`src/rtl/juhe_frame_builder.sv`:
```
// ---------------------------------------------------------------------------
// juhe_frame_builder
//
// Pulls 1-4 byte chunks from the byte-repacking FIFO and packs them into
// aggregated frames on a 32-bit valid/ready stream. Each frame is sent in
// this order:
//   - one header word {HDR_MAGIC, seq[7:0], len[7:0]}
//   - payload words carrying exactly len bytes, left-justified
//   - optionally, a checksum trailer word
//
// Build option:
//   JFB_CHECKSUM_EN  When defined, a trailer word {TRL_MAGIC, sum16} follows
//                    the payload and carries m_last. sum16 is the 16-bit
//                    wrapping sum of the frame's payload bytes. When not
//                    defined, the last payload word carries m_last.
//
// Ports:
//   clk, rst_n       clock; asynchronous active-low reset
//   enable           start new frames (a running frame always completes)
//   cfg_frame_len    payload bytes per frame, sampled in IDLE (0 = no frame)
//   fifo_level       valid byte count in the FIFO
//   fifo_rd_en       one-cycle read pulse to the FIFO
//   fifo_rd_bytes    chunk size of the read (1..4), 0 when not reading
//   fifo_dout        FIFO data, valid the cycle after fifo_rd_en; byte0 in [31:24]
//   m_data, m_keep   output word and its MSB-first byte mask
//   m_valid, m_last  output valid; last word of the frame
//   m_ready          downstream accept
//   frame_cnt        frames completed since reset (wraps)
// ---------------------------------------------------------------------------
module juhe_frame_builder #(
  parameter logic [15:0] HDR_MAGIC = 16'hA5C3,
  parameter int          LEN_W     = 8
`ifdef JFB_CHECKSUM_EN
  ,
  parameter logic [15:0] TRL_MAGIC = 16'h5A3C
`endif
) (
  input  logic             clk,
  input  logic             rst_n,
  input  logic             enable,
  input  logic [LEN_W-1:0] cfg_frame_len,
  input  logic [4:0]       fifo_level,
  output logic             fifo_rd_en,
  output logic [3:0]       fifo_rd_bytes,
  input  logic [31:0]      fifo_dout,
  output logic [31:0]      m_data,
  output logic [3:0]       m_keep,
  output logic             m_valid,
  output logic             m_last,
  input  logic             m_ready,
  output logic [15:0]      frame_cnt
);

  typedef enum logic [2:0] {
    S_IDLE,
    S_HDR,
    S_REQ,
    S_WAIT,
    S_OUT
`ifdef JFB_CHECKSUM_EN
    ,
    S_TRL
`endif
  } state_t;

  state_t           state_q, state_d;
  logic [LEN_W-1:0] rem_q, rem_d;
  logic [2:0]       n_q, n_d;
  logic [7:0]       seq_q, seq_d;
  logic [31:0]      data_q, data_d;
  logic [3:0]       keep_q, keep_d;
  logic             last_q, last_d;
  logic [15:0]      frame_cnt_q, frame_cnt_d;
`ifdef JFB_CHECKSUM_EN
  logic [15:0]      sum_q, sum_d;
`endif

  // Chunk size for the next read: never more than what is left of the frame.
  logic [2:0]       n_req;
  logic [3:0]       chunk_keep;
  logic [31:0]      chunk_data;
  logic [LEN_W-1:0] rem_after;

  always_comb begin
    n_req = (rem_q >= LEN_W'(4)) ? 3'd4 : rem_q[2:0];
  end

  // Keep mask of the chunk in flight, and the FIFO word with the bytes
  // beyond the chunk zeroed (the FIFO may present stale bytes there).
  always_comb begin
    case (n_q)
      3'd1:    chunk_keep = 4'b1000;
      3'd2:    chunk_keep = 4'b1100;
      3'd3:    chunk_keep = 4'b1110;
      default: chunk_keep = 4'b1111;
    endcase
    chunk_data = fifo_dout & {{8{chunk_keep[3]}}, {8{chunk_keep[2]}},
                              {8{chunk_keep[1]}}, {8{chunk_keep[0]}}};
    rem_after  = rem_q - LEN_W'(n_q);
  end

  always_comb begin
    state_d       = state_q;
    rem_d         = rem_q;
    n_d           = n_q;
    seq_d         = seq_q;
    data_d        = data_q;
    keep_d        = keep_q;
    last_d        = last_q;
    frame_cnt_d   = frame_cnt_q;
`ifdef JFB_CHECKSUM_EN
    sum_d         = sum_q;
`endif
    fifo_rd_en    = 1'b0;
    fifo_rd_bytes = 4'd0;
    m_valid       = 1'b0;

    case (state_q)
      S_IDLE: begin
        if (enable && (cfg_frame_len != '0)) begin
          rem_d   = cfg_frame_len;
          data_d  = {HDR_MAGIC, seq_q, 8'(cfg_frame_len)};
          keep_d  = 4'hF;
          last_d  = 1'b0;
`ifdef JFB_CHECKSUM_EN
          sum_d   = 16'd0;
`endif
          state_d = S_HDR;
        end
      end

      S_HDR: begin
        m_valid = 1'b1;
        if (m_ready) begin
          seq_d   = seq_q + 8'd1;
          state_d = S_REQ;
        end
      end

      S_REQ: begin
        // Only whole chunks are read; stall until the FIFO holds enough.
        if (fifo_level >= {2'b00, n_req}) begin
          fifo_rd_en    = 1'b1;
          fifo_rd_bytes = {1'b0, n_req};
          n_d           = n_req;
          state_d       = S_WAIT;
        end
      end

      S_WAIT: begin
        data_d  = chunk_data;
        keep_d  = chunk_keep;
        rem_d   = rem_after;
`ifdef JFB_CHECKSUM_EN
        last_d  = 1'b0;
        sum_d   = sum_q + 16'(chunk_data[31:24]) + 16'(chunk_data[23:16])
                        + 16'(chunk_data[15:8])  + 16'(chunk_data[7:0]);
`else
        last_d  = (rem_after == '0);
`endif
        state_d = S_OUT;
      end

      S_OUT: begin
        m_valid = 1'b1;
        if (m_ready) begin
          if (rem_q != '0) begin
            state_d = S_REQ;
          end else begin
`ifdef JFB_CHECKSUM_EN
            data_d  = {TRL_MAGIC, sum_q};
            keep_d  = 4'hF;
            last_d  = 1'b1;
            state_d = S_TRL;
`else
            frame_cnt_d = frame_cnt_q + 16'd1;
            state_d     = S_IDLE;
`endif
          end
        end
      end

`ifdef JFB_CHECKSUM_EN
      S_TRL: begin
        m_valid = 1'b1;
        if (m_ready) begin
          frame_cnt_d = frame_cnt_q + 16'd1;
          state_d     = S_IDLE;
        end
      end
`endif

      default: state_d = S_IDLE;
    endcase
  end

  always_ff @(posedge clk or negedge rst_n) begin
    if (!rst_n) begin
      state_q     <= S_IDLE;
      rem_q       <= '0;
      n_q         <= 3'd0;
      seq_q       <= 8'd0;
      data_q      <= 32'd0;
      keep_q      <= 4'd0;
      last_q      <= 1'b0;
      frame_cnt_q <= 16'd0;
`ifdef JFB_CHECKSUM_EN
      sum_q       <= 16'd0;
`endif
    end else begin
      state_q     <= state_d;
      rem_q       <= rem_d;
      n_q         <= n_d;
      seq_q       <= seq_d;
      data_q      <= data_d;
      keep_q      <= keep_d;
      last_q      <= last_d;
      frame_cnt_q <= frame_cnt_d;
`ifdef JFB_CHECKSUM_EN
      sum_q       <= sum_d;
`endif
    end
  end

  // Word registers only change on entry to a presenting state, so they stay
  // stable while the consumer holds off m_ready.
  assign m_data    = data_q;
  assign m_keep    = keep_q;
  assign m_last    = last_q;
  assign frame_cnt = frame_cnt_q;

endmodule
```
`config.mk`:
```
export PLATFORM = sky130hd
export DESIGN_NAME = juhe_frame_builder
export DESIGN_NICKNAME = d
export VERILOG_FILES = /design/src/rtl/juhe_frame_builder.sv
export SDC_FILE = /design/constraint.sdc
export NUM_CORES = 1
export LEC_CHECK = 0
export ABC_AREA = 1
export CAP_MARGIN = 20
export CORE_MARGIN = 8
export CORE_UTILIZATION = 30
export CTS_CLUSTER_SIZE = 12
export DETAILED_ROUTE_END_ITERATION = 6
export GPL_ROUTABILITY_DRIVEN = 0
export HOLD_SLACK_MARGIN = 0.05
export PLACE_DENSITY = 0.61
export SETUP_SLACK_MARGIN = 0.05
export SLEW_MARGIN = 20
export SYNTH_ARGS = -nofsm -noshare
export SYNTH_HDL_FRONTEND = slang
export SYNTH_SLANG_ARGS = --single-unit
```
`constraint.sdc`:
```
create_clock -name clk -period 2.6 [get_ports clk]
set_input_delay 0.52 -clock clk [delete_from_list [all_inputs] [get_ports clk]]
set_output_delay 0.52 -clock clk [all_outputs]
set_load 0.01 [all_outputs]
```
==> flow_summary_export.csv, run 1 <==
group,metric,value,unit
hold_path,holdCritPathClass,"primary input to async pin",
timing,worstMarginPinSlew,0.500,ns
run_status,status,"complete, no violations",
pwr,power-per-cell-area,1070,mW/mm²
floorplanning,pin_count,108,
worst_setup_path,cells_along_the_critical_path,"nor2_4 > nand3_4 > nor2_4 > ha_4 > o21ai_2 > nand2_1 > nand2_2 > nand2_2 > nand2_4 > nor2_2 > buf_2",
floorplanning,row_count,42,
worst_setup_path,worst_path_dominant_cell_family,"simple AND/OR/NAND/NOR gates",
synth,netlist_instances,536,
synth,yosys_register_bits,75,
final_layout,post-route-util,43.9,%
final_layout,num-nets-final,715,
clocking,clock_tree.root_cell,"sky130_fd_sc_hd__clkbuf_16",
worst_setup_path,timing.critical_path.depth,11,
detailed_routing,postRouteAntennaNets,0,
timing,setup-violations-final,0,
global_routing,antenna_found_initial,0,
synth,mappedNetlistArea,0.00402,mm²
placement,port_buffers,106,
final_layout,antennaDiodeCount,0,
timing,finalWorstPathRequiredPeriod,2.54,ns
worst_setup_path,setup.worst_path.start_class,"flop",
pwr,pwr-share-clk,21.2,%
worst_setup_path,r2r_slack,0.64,ns
pwr,switching_portion_of_total_power,40.5,%
pwr,internal,3.67,mW
detailed_routing,drcViolationCount,0,
floorplanning,chipHeight,132,µm
synth,synth.lib_cells_used.distinct,34,
final_layout,post_route_cells_drive_above_1_share,11.0,%
detailed_routing,vias,3847,
worst_setup_path,critical_path.max_stage_delay,0.41,ns
placement,numPlacedInstances,821,
floorplanning,floorplan.core_area,0.0132,mm²
detailed_routing,drtIter0Drc,218,
final_layout,layout.cells.most_common,"sky130_fd_sc_hd__nand2_1",
timing,max_clock_freq,0.394,GHz
detailed_routing,wl_per_cell,14.3,µm
pwr,peakVddDrop,0.000341,V
final_layout,most-common-layout-cells,"173 x sky130_fd_sc_hd__nand2_1, 101 x sky130_fd_sc_hd__clkdlybuf4s50_1, 75 x sky130_fd_sc_hd__dfrtp_1",
pwr,switching_power,2.50,mW
global_routing,gr-usage-all-layers,14.0,%
pwr,p_total,6.16,mW
worst_setup_path,worstSetupPathType,"flop to output port",
floorplanning,initial_standard_cell_utilization_of_the_core,30.5,%
final_layout,areaGrowthSynthToFinish,43.8,%
worst_setup_path,critPathBufInv,1,
global_routing,grt_first_pass_wirelength,19700,µm
placement,place_worst_setup_slack,-0.301,ns
pwr,pwr-share-comb,48.0,%
timing,whs,0.114,ns
pwr,power_leakage,2.75,nW
run,maxCapViolations,0,
synth,ys_seq_area_share,46.7,%
final_layout,post-route-cell-area,0.00578,mm²
worst_setup_path,critPathArrivalTime,2.02,ns
pwr,power.sequential.fraction,30.7,%
clocking,clkSinkCount,75,
detailed_routing,routed_wirelength,12000,µm
global_routing,grt_max_degree,46,
synth,syn-num-nets,593,
timing,worst_slew_margin_rel,66.6,%
final_layout,finalNonFillerCells,839,
placement,detailedPlacementHpwl,8860,µm
clocking,worst_setup_hold_path_clk_slew,0.07,ns
detailed_routing,route.detailed.vias_per_inst,4.59,
floorplanning,design.die.area,0.0174,mm²
timing,tns,0,ns
clocking,cts_buffers,9,
timing,clk_skew,0.00625,ns
timing,grt_setup_unrepaired,"true",
synth,yosysWarnings,0,
global_routing,first_global_vias,3830,
clocking,postCtsHoldBufs,0,
synth,post_synth.cell_area_avg,7.50,µm²
placement,dpl-instance-area,0.00537,mm²
timing,finalWorstSetupSlack,0.0592,ns
detailed_routing,drt_first_pass_iters,4,
global_routing,gr-total-overflow,0,
timing,final_min_period_over_clock_period,97.7,%
worst_setup_path,cpMaxStageDelayCell,"sky130_fd_sc_hd__dfrtp_1",
worst_setup_path,critical_path.reg2reg.endpoint,"m_last",
worst_setup_path,critical_path.reg2reg.startpoint,"rem_q[0]",
clocking,clock_tree_from_tritoncts,"done",
worst_setup_path,crit_fanout,5,
floorplanning,die_w,132,µm
worst_setup_path,worstSetupEndpointType,"output port",
clocking,htree_levels,3,
clocking,clock_latency,0.34,ns
timing,finalHoldViolCount,0,
worst_setup_path,worst-endpoint-required,2.08,ns
worst_setup_path,ff2ff_path_depth,12,
clocking,clockBufferDepth,2,
timing,finalMaxSlewViolations,0,
-- power groups by stage --
stage / Sequential [mW] / Clock (mW) / Combinational, mW
3_3_place_gp: 1.88 / 0 / 2.84
2_1_floorplan: 2.00 / 0 / 1.48
4_1_cts: 1.89 / 1.35 / 2.92
3_5_place_dp: 1.90 / 0 / 2.88
6_report: 1.89 / 1.31 / 2.96
5_1_grt: 1.95 / 1.39 / 3.32
-- area by class of cell --
class	instances	area [µm²]
Inverter	52	199
Fill cell	1330	7410
Multi-Input combinational cell	393	1940
Clock buffer	9	225
Tap cell	176	220
Clock inverter	7	82.6
Sequential cell	75	1880
Timing Repair Buffer	127	1240
-- timing repair --
action | in CTS | in global routing
pin swaps | 6 | 7
setup buffers | 0 | 2
resized for setup | 26 | 16
endpoints found under the setup margin | 4 | 4
-- logic make-up after synthesis --
group	Yosys count	share of synthesized area [%]
compound gates	41	5.57
xor+xnor	20	4.36
fa+ha+maj	8	2.68
buf+inv	68	7.22
flops	75	46.7
other cells	1	0.0933
simple gates	323	33.4
-- worst reg2reg max path, delay by kind of cell, from the launching register on --
family | cells | cell delay [ns]
flops | 1 | 0.35
simple gates | 8 | 0.73
buf+inv | 2 | 0.17
fa+ha+maj | 2 | 0.67
-- sequential cells by signal, summed over array words and instances, names as in the netlist --
signal,flops
m_data,32
n_q,3
m_keep,4
m_last,1
state_q,3
seq_q,8
rem_q,8
frame_cnt,16
-- Yosys cell counts, drive strengths merged --
cell type	number	area share [%]
buf	10	1.8
clkinv	1	0.12
nand2	178	17
dfrtp	75	47
clkbuf	6	0.56
a21boi	1	0.19
xor2	15	3.3
nand3	48	6.4
fa	1	0.50
or2	2	0.31
a21o	1	0.19
inv	51	4.8
conb	1	0.093
nor2	81	8.1
nand4	6	0.93
ha	7	2.2
o21ai	27	3.5
and2	1	0.16
nor3	7	0.87
o211ai	2	0.50
a21oi	10	1.2
xnor2	5	1.1
-- worst max-delay path by stage --
stage          slack, ns               end          start
5_1_grt            -0.07  fifo_rd_bytes[1]       rem_q[4]
6_report            0.06  fifo_rd_bytes[1]       rem_q[4]
3_5_place_dp       -0.30  fifo_rd_bytes[0]  fifo_level[0]
3_3_place_gp       -0.30  fifo_rd_bytes[0]  fifo_level[0]
4_1_cts             0.05  fifo_rd_bytes[1]       rem_q[5]
2_1_floorplan       0.40  fifo_rd_bytes[0]       rem_q[4]
-- per-layer routing --
layer / routed length (µm) / global-route usage (%)
met5: 0 / 0
met4: 166 / 5.30
met3: 819 / 3.77
met2: 5180 / 21.0
met1: 5850 / 18.9
(Power assumes the default switching activity.)
==> run 2: changes to the inputs <==
Settings changed: CTS_BUF_LIST set to sky130_fd_sc_hd__clkbuf_8.
==> run 2 against run 1 <==
  * First-iteration DRC count shrank 6.9%
  * Sequential share of layout area increased by 0.58 points
  * Routed wire length decreased by 0.37%
  * Clock-buffer cell count unchanged
  * Sequential cell count is the same
  * Critical path depth unchanged
==> flow_summary_export.csv, run 2 (synthesized netlist as in run 1, its figures left out) <==
group,metric,value,unit
placement,numPlacedInstances,821,
pwr,power_leakage,2.70,nW
timing,worst_slew_margin_rel,64.2,%
timing,max_clock_freq,0.389,GHz
final_layout,post-route-cell-area,0.00568,mm²
floorplanning,die_w,132,µm
floorplanning,row_count,42,
timing,grt_setup_unrepaired,"true",
final_layout,area.sequential,0.00188,mm²
final_layout,most-common-layout-cells,"173 x sky130_fd_sc_hd__nand2_1, 101 x sky130_fd_sc_hd__clkdlybuf4s50_1, 75 x sky130_fd_sc_hd__dfrtp_1",
placement,place_worst_setup_slack,-0.301,ns
final_layout,layout.cells.most_common,"sky130_fd_sc_hd__nand2_1",
clocking,clock_tree_from_tritoncts,"done",
pwr,power-per-cell-area,1020,mW/mm²
clocking,htree_levels,3,
final_layout,antennaDiodeCount,0,
clocking,worst_setup_hold_path_clk_slew,0.09,ns
global_routing,gr-total-overflow,0,
floorplanning,floorplan.core_area,0.0132,mm²
worst_setup_path,critical_path.max_stage_delay,0.42,ns
run_status,status,"complete, no violations",
worst_setup_path,cpMaxStageDelayCell,"sky130_fd_sc_hd__dfrtp_1",
global_routing,grt_first_pass_wirelength,19500,µm
pwr,peakVddDrop,0.000326,V
worst_setup_path,setup.worst_path.start_class,"flop",
final_layout,post-route-util,43.1,%
final_layout,finalNonFillerCells,839,
worst_setup_path,worstSetupEndpointType,"output port",
timing,setup-violations-final,0,
clocking,cts_buffers,9,
detailed_routing,wl_per_cell,14.3,µm
clocking,postCtsHoldBufs,0,
final_layout,post_route_cells_drive_above_1_share,11.0,%
clocking,clkSinkCount,75,
detailed_routing,drcViolationCount,0,
global_routing,first_global_vias,3817,
placement,dpl-instance-area,0.00537,mm²
run,maxCapViolations,0,
detailed_routing,drt_first_pass_iters,4,
timing,whs,0.0723,ns
placement,detailedPlacementHpwl,8860,µm
detailed_routing,postRouteAntennaNets,0,
detailed_routing,drtIter0Drc,203,
clocking,clock_tree.root_cell,"sky130_fd_sc_hd__clkbuf_8",
global_routing,antenna_found_initial,0,
floorplanning,chipHeight,132,µm
detailed_routing,route.detailed.vias_per_inst,4.59,
clocking,clockBufferDepth,2,
timing,finalWorstSetupSlack,0.0322,ns
timing,finalWorstPathRequiredPeriod,2.57,ns
floorplanning,pin_count,108,
clocking,clock_latency,0.37,ns
worst_setup_path,crit_fanout,5,
global_routing,grt_max_degree,46,
detailed_routing,routed_wirelength,12000,µm
worst_setup_path,worstSetupPathType,"flop to output port",
final_layout,nFillCells,1335,
final_layout,num-nets-final,715,
timing,clk_skew,0.00583,ns
hold_path,holdCritPathClass,"primary input to async pin",
timing,finalHoldViolCount,0,
pwr,p_total,5.81,mW
floorplanning,initial_standard_cell_utilization_of_the_core,30.5,%
worst_setup_path,worst-endpoint-required,2.08,ns
timing,worstMarginPinSlew,0.535,ns
final_layout,largest_register_ff_count,32,
timing,finalMaxSlewViolations,0,
worst_setup_path,critPathArrivalTime,2.05,ns
timing,tns,0,ns
timing,final_min_period_over_clock_period,98.8,%
final_layout,multi_input_comb_area,0.00194,mm²
placement,port_buffers,106,
floorplanning,design.die.area,0.0174,mm²
final_layout,areaGrowthSynthToFinish,41.3,%
worst_setup_path,cells_along_the_critical_path,"nor2_4 > nand3_4 > nor2_4 > ha_4 > o21ai_2 > nand2_1 > nand2_2 > nand2_2 > nand2_4 > nor2_2 > buf_2",
global_routing,gr-usage-all-layers,14.0,%
detailed_routing,vias,3847,
## run 2: changes by cell type in the layout (fill, tap and decap cells not counted)
cell                        previous run  this run
sky130_fd_sc_hd__clkbuf_16             9         0
sky130_fd_sc_hd__clkbuf_8              0         9
## run 2: cell type report
cell class / count / area share (%)
clock buffers: 9 / 2.18
clock inverters: 7 / 1.45
inverters: 52 / 3.50
multi-input cells: 393 / 34.1
flip-flops and latches: 75 / 33.0
well taps: 176 / 3.87
repair buffers: 127 / 21.8
## run 2: metal layers
metal	vias to the layer above	share of wire, %	wire [µm]	GRT usage (%)
met2	116	43	5200	20.6
li1	1927	-	-	-
met3	7	5.8	697	3.70
met1	1797	50	5950	19.0
met5	-	0	0	0
met4	0	0.99	118	5.49
## run 2: path summary, 6_finish.rpt
kind / startpoint / to / slack, ns / depth (start not counted)
worst max register to register: rem_q[0] / m_last / 0.62 / 12
worst max-delay path: rem_q[4] / fifo_rd_bytes[1] / 0.03 / 11
worst min-delay path: rst_n / m_data[18] / 0.07 / 1
worst min register to register: m_keep[3] / m_keep[3] / 0.47 / 1
min in group clk: m_keep[3] / m_keep[3] / 0.47 / 1
max in group asynchronous: rst_n / state_q[2] / 1.92 / 2
## run 2: critical path: cells and delay by family (launching register included)
kind | cells | cell delay (ns)
AO/OA/AOI/OAI | 1 | 0.12
adder cells (fa/ha/maj) | 1 | 0.21
buffers and inverters | 1 | 0.13
flip-flops | 1 | 0.42
AND/OR/NAND/NOR | 8 | 0.80
## run 2: timing repair
action | CTS | global route
pin swaps | 6 | 7
gates cloned | 0 | 0
endpoints found under the setup margin | 4 | 4
gates resized for setup | 26 | 16
setup buffers | 0 | 2
## run 2: power breakdown
group	internal [mW]	total (mW)	switching, mW
Sequential	1.59	1.89	0.304
Combinational	1.31	2.96	1.65
Clock	0.460	0.959	0.499
Total	3.36	5.81	2.45
==> run 3: changes to the inputs <==
Settings changed: REMOVE_ABC_BUFFERS set to 1.
==> run 3 against run 2 <==
  * Register-to-register slack lost 0.55 ns
  * Largest cell class unchanged
  * Clock power shrank 2%
  * Power is essentially flat
  * Critical endpoint unchanged
  * Critical path type unchanged
  * Largest power group unchanged
==> flow_summary_export.csv, run 3 (synthesized netlist as in run 1, its figures left out) <==
group,metric,value,unit
clocking,worst_setup_hold_path_clk_slew,0.08,ns
timing,final_min_period_over_clock_period,99.4,%
detailed_routing,drt_first_pass_iters,5,
worst_setup_path,critPathArrivalTime,2.06,ns
worst_setup_path,cells_along_the_critical_path,"nor2_2 > nand3_4 > nor2_4 > ha_4 > o21ai_2 > nand2_1 > nand2_1 > nand2_1 > nand2_2 > nor2_1 > buf_2",
placement,dpl-instance-area,0.00533,mm²
clocking,clock_latency,0.37,ns
hold_path,holdCritPathClass,"primary input to async pin",
global_routing,first_global_vias,4059,
timing,finalWorstPathRequiredPeriod,2.58,ns
run,maxCapViolations,0,
timing,clk_skew,0.0117,ns
detailed_routing,drcViolationCount,0,
timing,worstMarginPinSlew,0.986,ns
final_layout,areaGrowthSynthToFinish,42.3,%
clocking,clock_tree.root_cell,"sky130_fd_sc_hd__clkbuf_8",
clocking,htree_levels,3,
global_routing,gr-usage-all-layers,14.0,%
global_routing,gr-total-overflow,0,
floorplanning,design.die.area,0.0174,mm²
detailed_routing,postRouteAntennaNets,0,
pwr,power_leakage,2.75,nW
clocking,clock_tree_from_tritoncts,"done",
worst_setup_path,worstSetupEndpointType,"output port",
detailed_routing,route.detailed.vias_per_inst,4.56,
timing,grt_setup_unrepaired,"true",
worst_setup_path,r2r_slack,0.07,ns
placement,port_buffers,106,
clocking,cts_buffers,9,
final_layout,largest_register_ff_count,32,
pwr,power-per-cell-area,1010,mW/mm²
final_layout,antennaDiodeCount,0,
final_layout,area.sequential,0.00188,mm²
worst_setup_path,critical_path.max_stage_delay,0.39,ns
pwr,peakVddDrop,0.000325,V
clocking,clockBufferDepth,2,
timing,worst_slew_margin_rel,34.2,%
final_layout,nFillCells,1325,
run_status,status,"complete, no violations",
floorplanning,initial_standard_cell_utilization_of_the_core,30.5,%
timing,finalHoldViolCount,0,
final_layout,num-nets-final,729,
final_layout,post-route-cell-area,0.00572,mm²
detailed_routing,vias,3893,
global_routing,grt_first_pass_wirelength,19800,µm
floorplanning,die_w,132,µm
final_layout,multi_input_comb_area,0.00192,mm²
worst_setup_path,worstSetupPathType,"flop to output port",
worst_setup_path,crit_top_cell,"sky130_fd_sc_hd__nand2_1",
timing,setup-violations-final,0,
floorplanning,chipHeight,132,µm
final_layout,layout.cells.most_common,"sky130_fd_sc_hd__nand2_1",
timing,finalWorstSetupSlack,0.0166,ns
global_routing,antenna_found_initial,0,
placement,detailedPlacementHpwl,8630,µm
timing,max_clock_freq,0.387,GHz
placement,place_worst_setup_slack,-0.284,ns
worst_setup_path,cpMaxStageDelayCell,"sky130_fd_sc_hd__dfrtp_1",
floorplanning,floorplan.core_area,0.0132,mm²
final_layout,post_route_cells_drive_above_1_share,12.3,%
floorplanning,pin_count,108,
worst_setup_path,setup.worst_path.start_class,"flop",
clocking,clkSinkCount,75,
detailed_routing,drtIter0Drc,267,
detailed_routing,wl_per_cell,14.1,µm
detailed_routing,routed_wirelength,12000,µm
timing,finalMaxSlewViolations,0,
final_layout,most-common-layout-cells,"175 x sky130_fd_sc_hd__nand2_1, 101 x sky130_fd_sc_hd__clkdlybuf4s50_1, 75 x sky130_fd_sc_hd__dfrtp_1",
global_routing,grt_max_degree,76,
worst_setup_path,worst-endpoint-required,2.08,ns
worst_setup_path,crit_fanout,5,
floorplanning,row_count,42,
[run 3: final cells by class]
cell class,count,area share (%)
Sequential cell,75,32.8
Inverter,52,3.48
Tap cell,176,3.85
Multi-Input combinational cell,393,33.6
Clock buffer,9,2.16
Clock inverter,7,1.33
Timing Repair Buffer,141,22.8
[run 3: what timing repair did]
item                       CTS  global route
setup buffers               16             3
pin swaps                    9             8
hold buffers                 0             0
gates resized for setup     26             8
setup endpoints to repair    4             6
[run 3: layer usage]
layer  track usage (%)  share of wire, %  vias up
met2              23.6                47      125
met1              15.9                44     1806
met4              3.89               1.2        0
met5                 0                 0        -
li1                  -                 -     1947
met3              5.79               7.5       15
[run 3: power by group]
part,internal [mW],leakage [nW],switching [mW]
registers,1.59,0.905,0.308
clock network,0.450,0.0962,0.490
logic,1.34,1.75,1.63
total,3.38,2.75,2.43
[run 3: metrics by stage]
step	TNS, ns	instances	power [mW]	util, %	hold slack [ns]
floorplan	0	520	3.38	-	0.224
global placement	-0.877	818	4.67	40.4	0.452
detailed placement	-1.10	818	4.73	40.4	0.459
CTS	-0.00607	850	5.83	42.9	0.338
global route	-0.391	853	6.32	43.4	0.374
finish	0	853	5.81	43.4	0.290
[run 3: worst paths after layout]
check                              endpoint  startpoint  depth (start not counted)
max in group asynchronous          seq_q[5]       rst_n                          1
max                        fifo_rd_bytes[1]    rem_q[2]                         11
min reg2reg                      m_data[21]  m_data[21]                          2
max reg2reg                      state_q[0]    rem_q[2]                         19
min in group clk                 m_data[21]  m_data[21]                          2
min                           frame_cnt[14]       rst_n                          1
[run 3: worst max-delay path, delay by kind of cell, from the launching register on]
family,cells,cell delay (ns)
and+or+nand+nor,8,0.82
DFF,1,0.39
adders and majority gates,1,0.21
AOI/OAI and AO/OA,1,0.13
buffers and inverters,1,0.13
